===== config.mk =====
export PLATFORM = sky130hd
export DESIGN_NAME = seq_ram_arbiter
export DESIGN_NICKNAME = d
export VERILOG_FILES = /design/src/rtl/seq_ram_arbiter.sv
export SDC_FILE = /design/constraint.sdc
export NUM_CORES = 1
export LEC_CHECK = 0
export CORE_MARGIN = 2
export CORE_UTILIZATION = 40
export DETAILED_ROUTE_END_ITERATION = 10
export HOLD_SLACK_MARGIN = 0.15
export PLACE_DENSITY = 0.73
export SETUP_SLACK_MARGIN = 0.5
export SLEW_MARGIN = 25
export SYNTH_ARGS = -nofsm -noshare
export SYNTH_HDL_FRONTEND = slang
export SYNTH_SLANG_ARGS = --single-unit

===== constraint.sdc =====
create_clock -name Clk -period 2 [get_ports Clk]
set_clock_uncertainty 0.1 [all_clocks]
set_input_delay 0.4 -clock Clk [delete_from_list [all_inputs] [get_ports Clk]]
set_output_delay 0.4 -clock Clk [all_outputs]
set_load 0.05 [all_outputs]

===== src/rtl/seq_ram_arbiter.sv =====
// -----------------------------------------------------------------------------
// seq_ram_arbiter
//
// Owns the single-port sequence RAM and shares it between the sequence
// generator (write requester) and the game controller (read requester).
// Accesses are serialised, and the RAM's fixed read latency is hidden behind a
// req/ack handshake, so requesters never count fetch/wait/catch cycles.
//
// Optional feature (compile-time macro ARB_RR_EN):
//   defined   : round-robin between simultaneous requests; a one-bit pointer
//               remembers the last-served requester and the other one wins.
//               After reset the pointer says "read served last", so the write
//               wins the first contention.
//   undefined : fixed priority, write always wins; no pointer is built.
//
// Parameters:
//   ADDR_W  address width of the sequence RAM
//   DATA_W  digit width
//   DEPTH   number of valid RAM locations (0..DEPTH-1)
//   RD_LAT  cycles from RAMAddr change to RAMOutput valid (1..7)
//
// Ports:
//   Clk        system clock, rising edge
//   Rst        asynchronous active-low reset
//   WrReq      write request, held until WrAck
//   WrAddr     write address, stable while WrReq high
//   WrData     write digit, stable while WrReq high
//   WrAck      one-cycle pulse: write completed
//   RdReq      read request, held until RdAck
//   RdAddr     read address, stable while RdReq high
//   RdAck      one-cycle pulse: RdData valid
//   RdData     captured digit, holds until the next read completes
//   RAMAddr    RAM address (holds its last value while idle)
//   RAMDataIn  RAM write data
//   RAMWrite   RAM write strobe, one cycle wide
//   RAMOutput  RAM read data
//   Busy       high whenever the arbiter is not idle
//
// All outputs are registered.
// -----------------------------------------------------------------------------
module seq_ram_arbiter #(
  parameter int ADDR_W = 5,
  parameter int DATA_W = 4,
  parameter int DEPTH  = 32,
  parameter int RD_LAT = 2
) (
  input  logic              Clk,
  input  logic              Rst,
  input  logic              WrReq,
  input  logic [ADDR_W-1:0] WrAddr,
  input  logic [DATA_W-1:0] WrData,
  output logic              WrAck,
  input  logic              RdReq,
  input  logic [ADDR_W-1:0] RdAddr,
  output logic              RdAck,
  output logic [DATA_W-1:0] RdData,
  output logic [ADDR_W-1:0] RAMAddr,
  output logic [DATA_W-1:0] RAMDataIn,
  output logic              RAMWrite,
  input  logic [DATA_W-1:0] RAMOutput,
  output logic              Busy
);

  // One extra bit so that DEPTH == 2**ADDR_W is representable and the
  // unsigned range compare never truncates.
  localparam logic [ADDR_W:0] DepthLim  = (ADDR_W+1)'(DEPTH);
  localparam logic [2:0]      RdLatInit = 3'(RD_LAT);

  typedef enum logic [1:0] {
    Idle    = 2'd0,
    WrIssue = 2'd1,
    RdWait  = 2'd2,
    RdCatch = 2'd3
  } stateT;

  stateT             state;
  stateT             stateNext;
  logic [2:0]        latCnt;
  logic [2:0]        latCntNext;

  logic              wrEligible;
  logic              rdEligible;
  logic              grantWr;
  logic              grantRd;

  logic [ADDR_W-1:0] ramAddrNext;
  logic [DATA_W-1:0] ramDataInNext;
  logic              ramWriteNext;
  logic              wrAckNext;
  logic              rdAckNext;
  logic [DATA_W-1:0] rdDataNext;
  logic              busyNext;

  function automatic logic inRange(input logic [ADDR_W-1:0] addr);
    return ({1'b0, addr} < DepthLim);
  endfunction

  // A requester whose ack is high right now is still holding its old request;
  // masking it here prevents the same access from being granted twice.
  assign wrEligible = WrReq & ~WrAck;
  assign rdEligible = RdReq & ~RdAck;

`ifdef ARB_RR_EN
  // 1 = read was served last, so the write wins the next tie.
  logic lastRd;

  always_ff @(posedge Clk or negedge Rst) begin
    if (!Rst) begin
      lastRd <= 1'b1;
    end else if (grantWr) begin
      lastRd <= 1'b0;
    end else if (grantRd) begin
      lastRd <= 1'b1;
    end
  end
`endif

  // Grant selection, only meaningful in Idle.
  always_comb begin
    grantWr = 1'b0;
    grantRd = 1'b0;
    if (state == Idle) begin
      if (wrEligible && rdEligible) begin
`ifdef ARB_RR_EN
        grantWr = lastRd;
        grantRd = ~lastRd;
`else
        // Generator fills the sequence before play starts, so writes win.
        grantWr = 1'b1;
`endif
      end else begin
        grantWr = wrEligible;
        grantRd = rdEligible;
      end
    end
  end

  // ---------------------------------------------------------------------------
  // State register
  // ---------------------------------------------------------------------------
  always_ff @(posedge Clk or negedge Rst) begin
    if (!Rst) begin
      state  <= Idle;
      latCnt <= 3'd0;
    end else begin
      state  <= stateNext;
      latCnt <= latCntNext;
    end
  end

  // ---------------------------------------------------------------------------
  // Next-state logic
  // ---------------------------------------------------------------------------
  always_comb begin
    stateNext  = state;
    latCntNext = latCnt;
    case (state)
      Idle: begin
        if (grantWr) begin
          stateNext = WrIssue;
        end else if (grantRd) begin
          stateNext  = RdWait;
          latCntNext = RdLatInit;
        end
      end
      WrIssue: begin
        stateNext = Idle;
      end
      RdWait: begin
        // Counter starts at RD_LAT, so RdWait lasts exactly RD_LAT cycles.
        latCntNext = latCnt - 3'd1;
        if (latCnt == 3'd1) begin
          stateNext = RdCatch;
        end
      end
      RdCatch: begin
        stateNext = Idle;
      end
      default: begin
        stateNext  = Idle;
        latCntNext = 3'd0;
      end
    endcase
  end

  // ---------------------------------------------------------------------------
  // Output logic: next values of the registered outputs
  // ---------------------------------------------------------------------------
  always_comb begin
    ramAddrNext   = RAMAddr;
    ramDataInNext = RAMDataIn;
    ramWriteNext  = 1'b0;
    wrAckNext     = 1'b0;
    rdAckNext     = 1'b0;
    rdDataNext    = RdData;
    busyNext      = (stateNext != Idle);
    case (state)
      Idle: begin
        if (grantWr) begin
          ramAddrNext   = WrAddr;
          ramDataInNext = WrData;
          // Out-of-range writes still complete and ack, but never strobe.
          ramWriteNext  = inRange(WrAddr);
        end else if (grantRd) begin
          ramAddrNext = RdAddr;
        end
      end
      WrIssue: begin
        wrAckNext = 1'b1;
      end
      RdCatch: begin
        // RAMAddr still holds the granted read address, so the range check
        // does not depend on the requester keeping RdAddr stable.
        rdDataNext = inRange(RAMAddr) ? RAMOutput : '0;
        rdAckNext  = 1'b1;
      end
      default: begin
      end
    endcase
  end

  // ---------------------------------------------------------------------------
  // Output registers
  // ---------------------------------------------------------------------------
  always_ff @(posedge Clk or negedge Rst) begin
    if (!Rst) begin
      RAMAddr   <= '0;
      RAMDataIn <= '0;
      RAMWrite  <= 1'b0;
      WrAck     <= 1'b0;
      RdAck     <= 1'b0;
      RdData    <= '0;
      Busy      <= 1'b0;
    end else begin
      RAMAddr   <= ramAddrNext;
      RAMDataIn <= ramDataInNext;
      RAMWrite  <= ramWriteNext;
      WrAck     <= wrAckNext;
      RdAck     <= rdAckNext;
      RdData    <= rdDataNext;
      Busy      <= busyNext;
    end
  end

endmodule


==> results of run 1 <==
what timing repair did:
item	in CTS	in global routing
hold buffers	0	0
gates resized for setup	75	4
endpoints found under the setup margin	19	10
setup buffers	3	4
cloned	0	1
pin swaps	0	2
synth_stat cells:
| master | instances |
|---|---|
| inv_1 | 4 |
| buf_6 | 2 |
| a221oi_1 | 1 |
| and2b_2 | 1 |
| a21boi_2 | 1 |
| a311o_1 | 1 |
| o22a_1 | 1 |
| o221a_2 | 5 |
| dfrtp_1 | 22 |
| nand3_1 | 1 |
| and2_1 | 1 |
| nor4b_4 | 1 |
| nand2_1 | 1 |
| nor2_1 | 2 |
| a21o_1 | 1 |
| mux2_4 | 4 |
| a21oi_1 | 1 |
| a31o_2 | 1 |
| ha_1 | 2 |
| nor2b_1 | 1 |
| o21bai_1 | 1 |
| nor2b_2 | 1 |
| nand2b_1 | 8 |
| and3b_2 | 1 |
| a211oi_1 | 1 |
| mux2_2 | 4 |
layer usage:
metal | vias up | track usage (%) | part of all wire (%)
li1 | 356 | - | -
met1 | 373 | 20.43 | 42
met2 | 35 | 28.81 | 48
met3 | 2 | 3.107 | 8.5
met4 | 0 | 6.410 | 0.86
met5 | - | 0 | 0
cells by family after synthesis:
logic type | count (synthesis)
flip-flops | 22
AND/OR/NAND/NOR | 18
AO/OA/AOI/OAI | 14
multiplexers | 8
buffers and inverters | 6
adder cells (fa/ha/maj) | 2
cell type report:
class                   count  area [um^2]  share of cell area, %
repair buffers             48        422.9                  28.86
flip-flops and latches     22        554.3                  37.83
multi-input cells          42        411.6                  28.10
clock buffers               4        26.28                  1.793
inverters                   4        15.01                  1.025
well taps                  28        35.03                  2.391
power by group through the flow:
stage               combinational, uW  sequential, uW  clock, uW
finish                           1620             801        209
global route                     1720             822        229
CTS                              1500             805        215
detailed placement               1540             837          0
global placement                 1520             821          0
floorplan                         514            1380          0
state kept, by name (all words and copies together), names as in the netlist:
register and count:
RAMDataIn 4, WrAck 1, RAMAddr 5, RAMWrite 1, RdData 4, latCnt 3, Busy 1, state 2
RdAck 1
worst register-to-register path, stage by stage, from the launching register on:
cell and delay (ns):
dfrtp_2 0.45, nor4b_4 0.36, buf_4 0.18, clkbuf_16 0.12
nand2b_1 0.05, o221a_2 0.11
per-stage QoR:
step | hold slack (ns) | instance area (um^2) | setup WS, ns | total power [uW] | utilization [%]
finish | 0.3224 | 1465 | 0.5242 | 2633 | 64.98
global route | 0.3464 | 1465 | 0.4833 | 2775 | 64.98
global placement | 0.3864 | 1394 | 0.1787 | 2339 | 61.82
floorplan | 0.004409 | 980.9 | 0.5065 | 1889 | -
CTS | 0.3216 | 1386 | 0.4740 | 2519 | 61.49
detailed placement | 0.3924 | 1394 | 0.1569 | 2377 | 61.82
worst min-delay path by stage:
stage / from / endpoint / slack, ns / cells past startpoint
6_report: Rst / RAMAddr[1] / 0.32 / 2
5_1_grt: Rst / RAMAddr[1] / 0.35 / 2
4_1_cts: Rst / RAMAddr[1] / 0.32 / 2
3_5_place_dp: RAMDataIn[3] / RAMDataIn[3] / 0.39 / 1
3_3_place_gp: RdData[2] / RdData[2] / 0.39 / 1
2_1_floorplan: Rst / Busy / 0.004 / 0
==> out/results.md, run 1 <==
| Result | Reported |
| --- | --- |
| Reg-to-reg critical path startpoint | state[0] |
| Cell area after synthesis | 979.7 um^2 |
| Xor and xnor fraction of the mapped netlist area | 0% |
| Number of global-route vias before repair | 748 |
| Routed via count | 766 |
| Register-to-register path setup slack | 0.52 ns |
| Sequential area share after synthesis | 56.19% |
| Worst path depth | 5 |
| Nature of the critical path endpoint | flop |
| Main combinational cell family by area after synthesis | compound AO/OA/AOI/OAI gates |
| Tightest Hold Check Type | input port to asynchronous set/reset pin |
| Share of total power in sequential cells | 30.4% |
| TritonCTS clock tree | built |
| I/O pin count | 39 |
| Arrival time of data at the critical path endpoint | 1.58 ns |
| Layout Nets | 145 |
| Cell-internal power | 1401 uW |
| PortBufs | 38 |
| Most common cell after layout, fill and taps aside | clkdlybuf4s50_1 |
| Maximum ir drop on the vdd rail | 1.100 mV |
| Relative slew slack | 75.56% |
| Setup crit start | state[0] |
| Clock transition at the register clock pins on the worst setup and hold paths after CTS | 0.12 ns |
| Data required time at the worst endpoint | 2.11 ns |
| Grt ovf | 0 |
| Setup total negative slack | 0 ns |
| DR pass1 iterations | 4 |
| Part of the total power dissipated in combinational logic | 61.7% |
| Global placer's final weighted congestion | 0.6832 |
| Critical-path maximum fanout | 5 |
| Switching fraction of total power | 46.81% |
| Root Driver | clkbuf_4 |
| Max-Cap Viols | 0 |
| Clk network pwr share | 7.9% |
| Layout cells sized above 1 | 47.50% |
| Worst path bufs/invs | 2 |
| Clock latency at the later pin of the worst-skew pair | 0.30 ns |
| Number of clock sinks seen by CTS | 22 |
| Pin count of the biggest net entering global routing | 23 |
| Yosys top cell by area | dfrtp_1 |
| Category of cells accounting for the largest share of critical-path delay | flip-flops |
| Share of the clock period used by the worst path | 73.79% |
| Leakage | 0.0006757 uW |
| Proportion of synthesized area in mux cells | 10.73% |
| Worst Path Class, Setup | flop to flop |
| Final hold violations | 0 |
| Yosys warns | 0 |
| Net Count, Synth | 94 |
| Time the final worst path needs with I/O delays and setup | 1.476 ns |
| Reg2reg path depth | 5 |
| Number of antenna violations at the first check in global routing | 0 |
| Routed WL | 2200 um |
| Antenna cells | 0 |
| Die boundary width | 53.49 um |
| Fmax achieved | 0.6776 GHz |
| Core ar. | 2255 um^2 |
| Commonest cells after routing, fill and taps aside | clkdlybuf4s50_1, dfrtp_1, buf_2 |
| Number of synthesized register bits | 22 |
| Timing endpoint of the critical path | RAMAddr[1] |
| Net Sw Power | 1232 uW |
| Height of the die | 53.49 um |
| Gate Count Post-Synth | 70 |
| Number of buffers inserted during clock tree synthesis | 3 |
| Fin cells | 148 |
| Level count of the clock H-tree | 1 |
| Highest cell delay on the worst timing path | 0.45 ns |
| Worst-path cell chain | nor4b_4 > buf_4 > clkbuf_16 > nand2b_1 > o221a_2 |
| Simple logic cell fraction of the synthesized area | 13.28% |
| Cell count after placement | 136 |
| Number of remaining DRC errors | 0 |
| Post-detail-place hpwl | 1532 um |
| Area fraction in compound gates after synthesis | 13.41% |
| Synthesized area per cell | 14.00 um^2 |
| Global-route wire length before repair | 3415 um |
| Slew of the pin with the lowest slew margin | 0.3666 ns |
| Share of Yosys cell area claimed by the top area cell type | 56.19% |
| Average routed wire per standard cell | 14.86 um |
| Final-layout fill cell count | 197 |
| Largest buffer count on any clock path | 2 |
| Number of setup violations in the final report | 0 |
| Initial drt markers | 12 |
| Worst reg2reg path endpoint | RAMAddr[1] |
| Count of different cell masters after synthesis | 26 |
| RSZ-0062 raised after global routing | yes |
| Leading cell types by total area after synthesis | dfrtp_1, mux2_4, o221a_2, nand2b_1, mux2_2 |
| Sort of element at the start of the critical path | flop |
| Overall routing resource usage | 16.73% |
| Initial Utilization | 43.45% |
| Die area | 2861 um^2 |
| Max-slew violation count | 0 |
| Post-DR vias/cell | 5.176 |
| Number of nets with antenna violations after detailed routing | 0 |
| Status | finished, final reports clean |
| Adder-cell share of the synthesized area | 2.554% |
| Critical Path Slowest Stage Cell | dfrtp_2 |
| Rows | 17 |
| Area growth from synthesis to layout | 49.55% |
| Power Density | 1797 nW/um^2 |
(Power assumes the default switching activity.)
==> run 2: changes to the inputs <==
Clock period 2 ns to 1.45 ns, I/O delays scaled along.
==> out/results.md, run 2 (same netlist as run 1, synthesis figures left out) <==
| Result | Reported |
| --- | --- |
| Data required time at the worst endpoint | 1.59 ns |
| Post-DR vias/cell | 5.402 |
| RSZ-0062 raised after global routing | yes |
| Max-Cap Viols | 0 |
| Level count of the clock H-tree | 1 |
| Number of remaining DRC errors | 0 |
| Slew of the pin with the lowest slew margin | 0.2866 ns |
| Largest buffer count on any clock path | 2 |
| Routed via count | 886 |
| Flip-flop count of the largest register, all copies and words added | 5 |
| Most common cell after layout, fill and taps aside | clkdlybuf4s50_1 |
| Minimum setup slack in the final design | -0.02501 ns |
| PortBufs | 38 |
| Reg2reg path depth | 5 |
| Worst reg2reg path endpoint | latCnt[2] |
| Initial Utilization | 43.45% |
| Layout cells sized above 1 | 67.65% |
| Register name with the most flops | RAMAddr |
| Setup total negative slack | -0.07685 ns |
| Final hold violations | 0 |
| TritonCTS clock tree | built |
| Area growth from synthesis to layout | 101.3% |
| Reg-to-reg critical path startpoint | latCnt[0] |
| Number of hold buffers added after CTS | 0 |
| Height of the die | 53.49 um |
| Layout Nets | 161 |
| Leakage | 0.0008860 uW |
| Commonest cells after routing, fill and taps aside | clkdlybuf4s50_1, buf_12, buf_4 |
| Tightest Hold Check Type | input port to asynchronous set/reset pin |
| Die area | 2861 um^2 |
| I/O pin count | 39 |
| Violations in the final reports | setup timing |
| Biggest registers after layout | RAMAddr x5, RAMDataIn x4, RdData x4 |
| Final-layout fill cell count | 106 |
| Global placer's final weighted congestion | 0.8109 |
| Power Density | 2740 nW/um^2 |
| Relative slew slack | 80.90% |
| Global-route wire length before repair | 4347 um |
| DR pass1 iterations | 4 |
| Arrival time of data at the critical path endpoint | 1.62 ns |
| Initial drt markers | 19 |
| Status | finished with violations |
| Number of buffers inserted during clock tree synthesis | 3 |
| Number of clock sinks seen by CTS | 22 |
| Pin count of the biggest net entering global routing | 23 |
| Final Power | 5404 uW |
| Share of the clock period used by the worst path | 101.7% |
| Grt ovf | 0 |
| Area used by multi-input combinational logic | 508.0 um^2 |
| Maximum ir drop on the vdd rail | 2.161 mV |
| Number of setup violations in the final report | 6 |
| Fmax achieved | 0.6780 GHz |
| Register-to-register path setup slack | -0.03 ns |
| Critical-path maximum fanout | 2 |
| Post-detail-place hpwl | 1748 um |
| Rows | 17 |
| Post-layout util | 87.46% |
| Clock latency at the later pin of the worst-skew pair | 0.33 ns |
| Average routed wire per standard cell | 21.62 um |
| Number of global-route vias before repair | 900 |
| Clock transition at the register clock pins on the worst setup and hold paths after CTS | 0.14 ns |
| Overall routing resource usage | 22.51% |
| Core ar. | 2255 um^2 |
| Routed WL | 3545 um |
| Worst Path Class, Setup | flop to flop |
| Nature of the critical path endpoint | flop |
| Antenna cells | 0 |
| Sort of element at the start of the critical path | flop |
| Max-slew violation count | 0 |
| Root Driver | clkbuf_4 |
| Number of nets with antenna violations after detailed routing | 0 |
| Number of antenna violations at the first check in global routing | 0 |
| Time the final worst path needs with I/O delays and setup | 1.475 ns |
| Die boundary width | 53.49 um |
| Register cell area after layout | 566.8 um^2 |
run 2: cell count changes in the layout (fill, tap and decap cells not counted), moves of 2 or more:
cell and change:
dfrtp_1 -10, buf_12 +16, buf_2 -14, nand2b_1 -2, mux2_4 +4, buf_6 +9, dfrtp_2 +10, nand2b_4 +2
buf_4 +6, mux2_2 -4
run 2: how the worst max path moves through the flow:
stage	from	to	slack [ns]	depth (start not counted)
6_report	latCnt[0]	latCnt[2]	-0.03	5
5_1_grt	latCnt[0]	latCnt[2]	-0.08	5
4_1_cts	latCnt[1]	latCnt[2]	0.003	5
3_5_place_dp	WrReq	RAMDataIn[0]	-0.28	4
3_3_place_gp	WrReq	RAMDataIn[3]	-0.26	4
2_1_floorplan	WrAck	RAMDataIn[0]	-0.04	3
run 2: where the power goes:
part | internal, uW | switching [uW] | total, uW
combinational | 1960 | 1680 | 3630
clock | 280 | 209 | 489
sequential | 944 | 337 | 1280
total | 3180 | 2220 | 5400
run 2: through the flow:
step	cells	setup slack, ns	hold slack, ns	area [um^2]
final	164	-0.02501	0.1911	1972
after global placement	142	-0.2557	0.3976	1640
after detailed placement	142	-0.2771	0.4252	1640
after CTS	155	0.002795	0.2105	1844
after floorplan	70	-0.04348	-0.1056	1005
after global routing	164	-0.07902	0.2186	1972
run 2: critical path: stages (launching register included):
cell     delay [ns]
dfrtp_1        0.42
inv_2          0.08
ha_4           0.13
and3b_2        0.22
a311o_1        0.29
a21o_1         0.16
run 2: area by class of cell:
cell class,count,share of cell area (%)
clock buffers,3,1.142
clock inverters,1,1.523
inverters,4,0.7614
multi-input cells,42,25.76
flip-flops and latches,22,28.74
well taps,28,1.777
repair buffers,64,40.29
run 2: timing repair:
item	CTS	global route
endpoints found under the setup margin	39	39
pin swaps	2	7
setup buffers	9	9
endpoints found under the hold margin	0	0
gates resized for setup	17	15
run 2: routing by layer:
layer	share of wire, %	GRT usage (%)	up-vias
met3	7.4	4.802	15
met2	55	43.42	48
met5	0	0	-
met4	3.4	8.974	0
met1	34	22.92	443
li1	-	-	380
==> run 3: changes to the inputs <==
Settings changed: CAP_MARGIN set to 20, CTS_CLUSTER_DIAMETER set to 80.
==> results of run 3 <==
Final layout, timing and power as in run 2 (identical DEF).
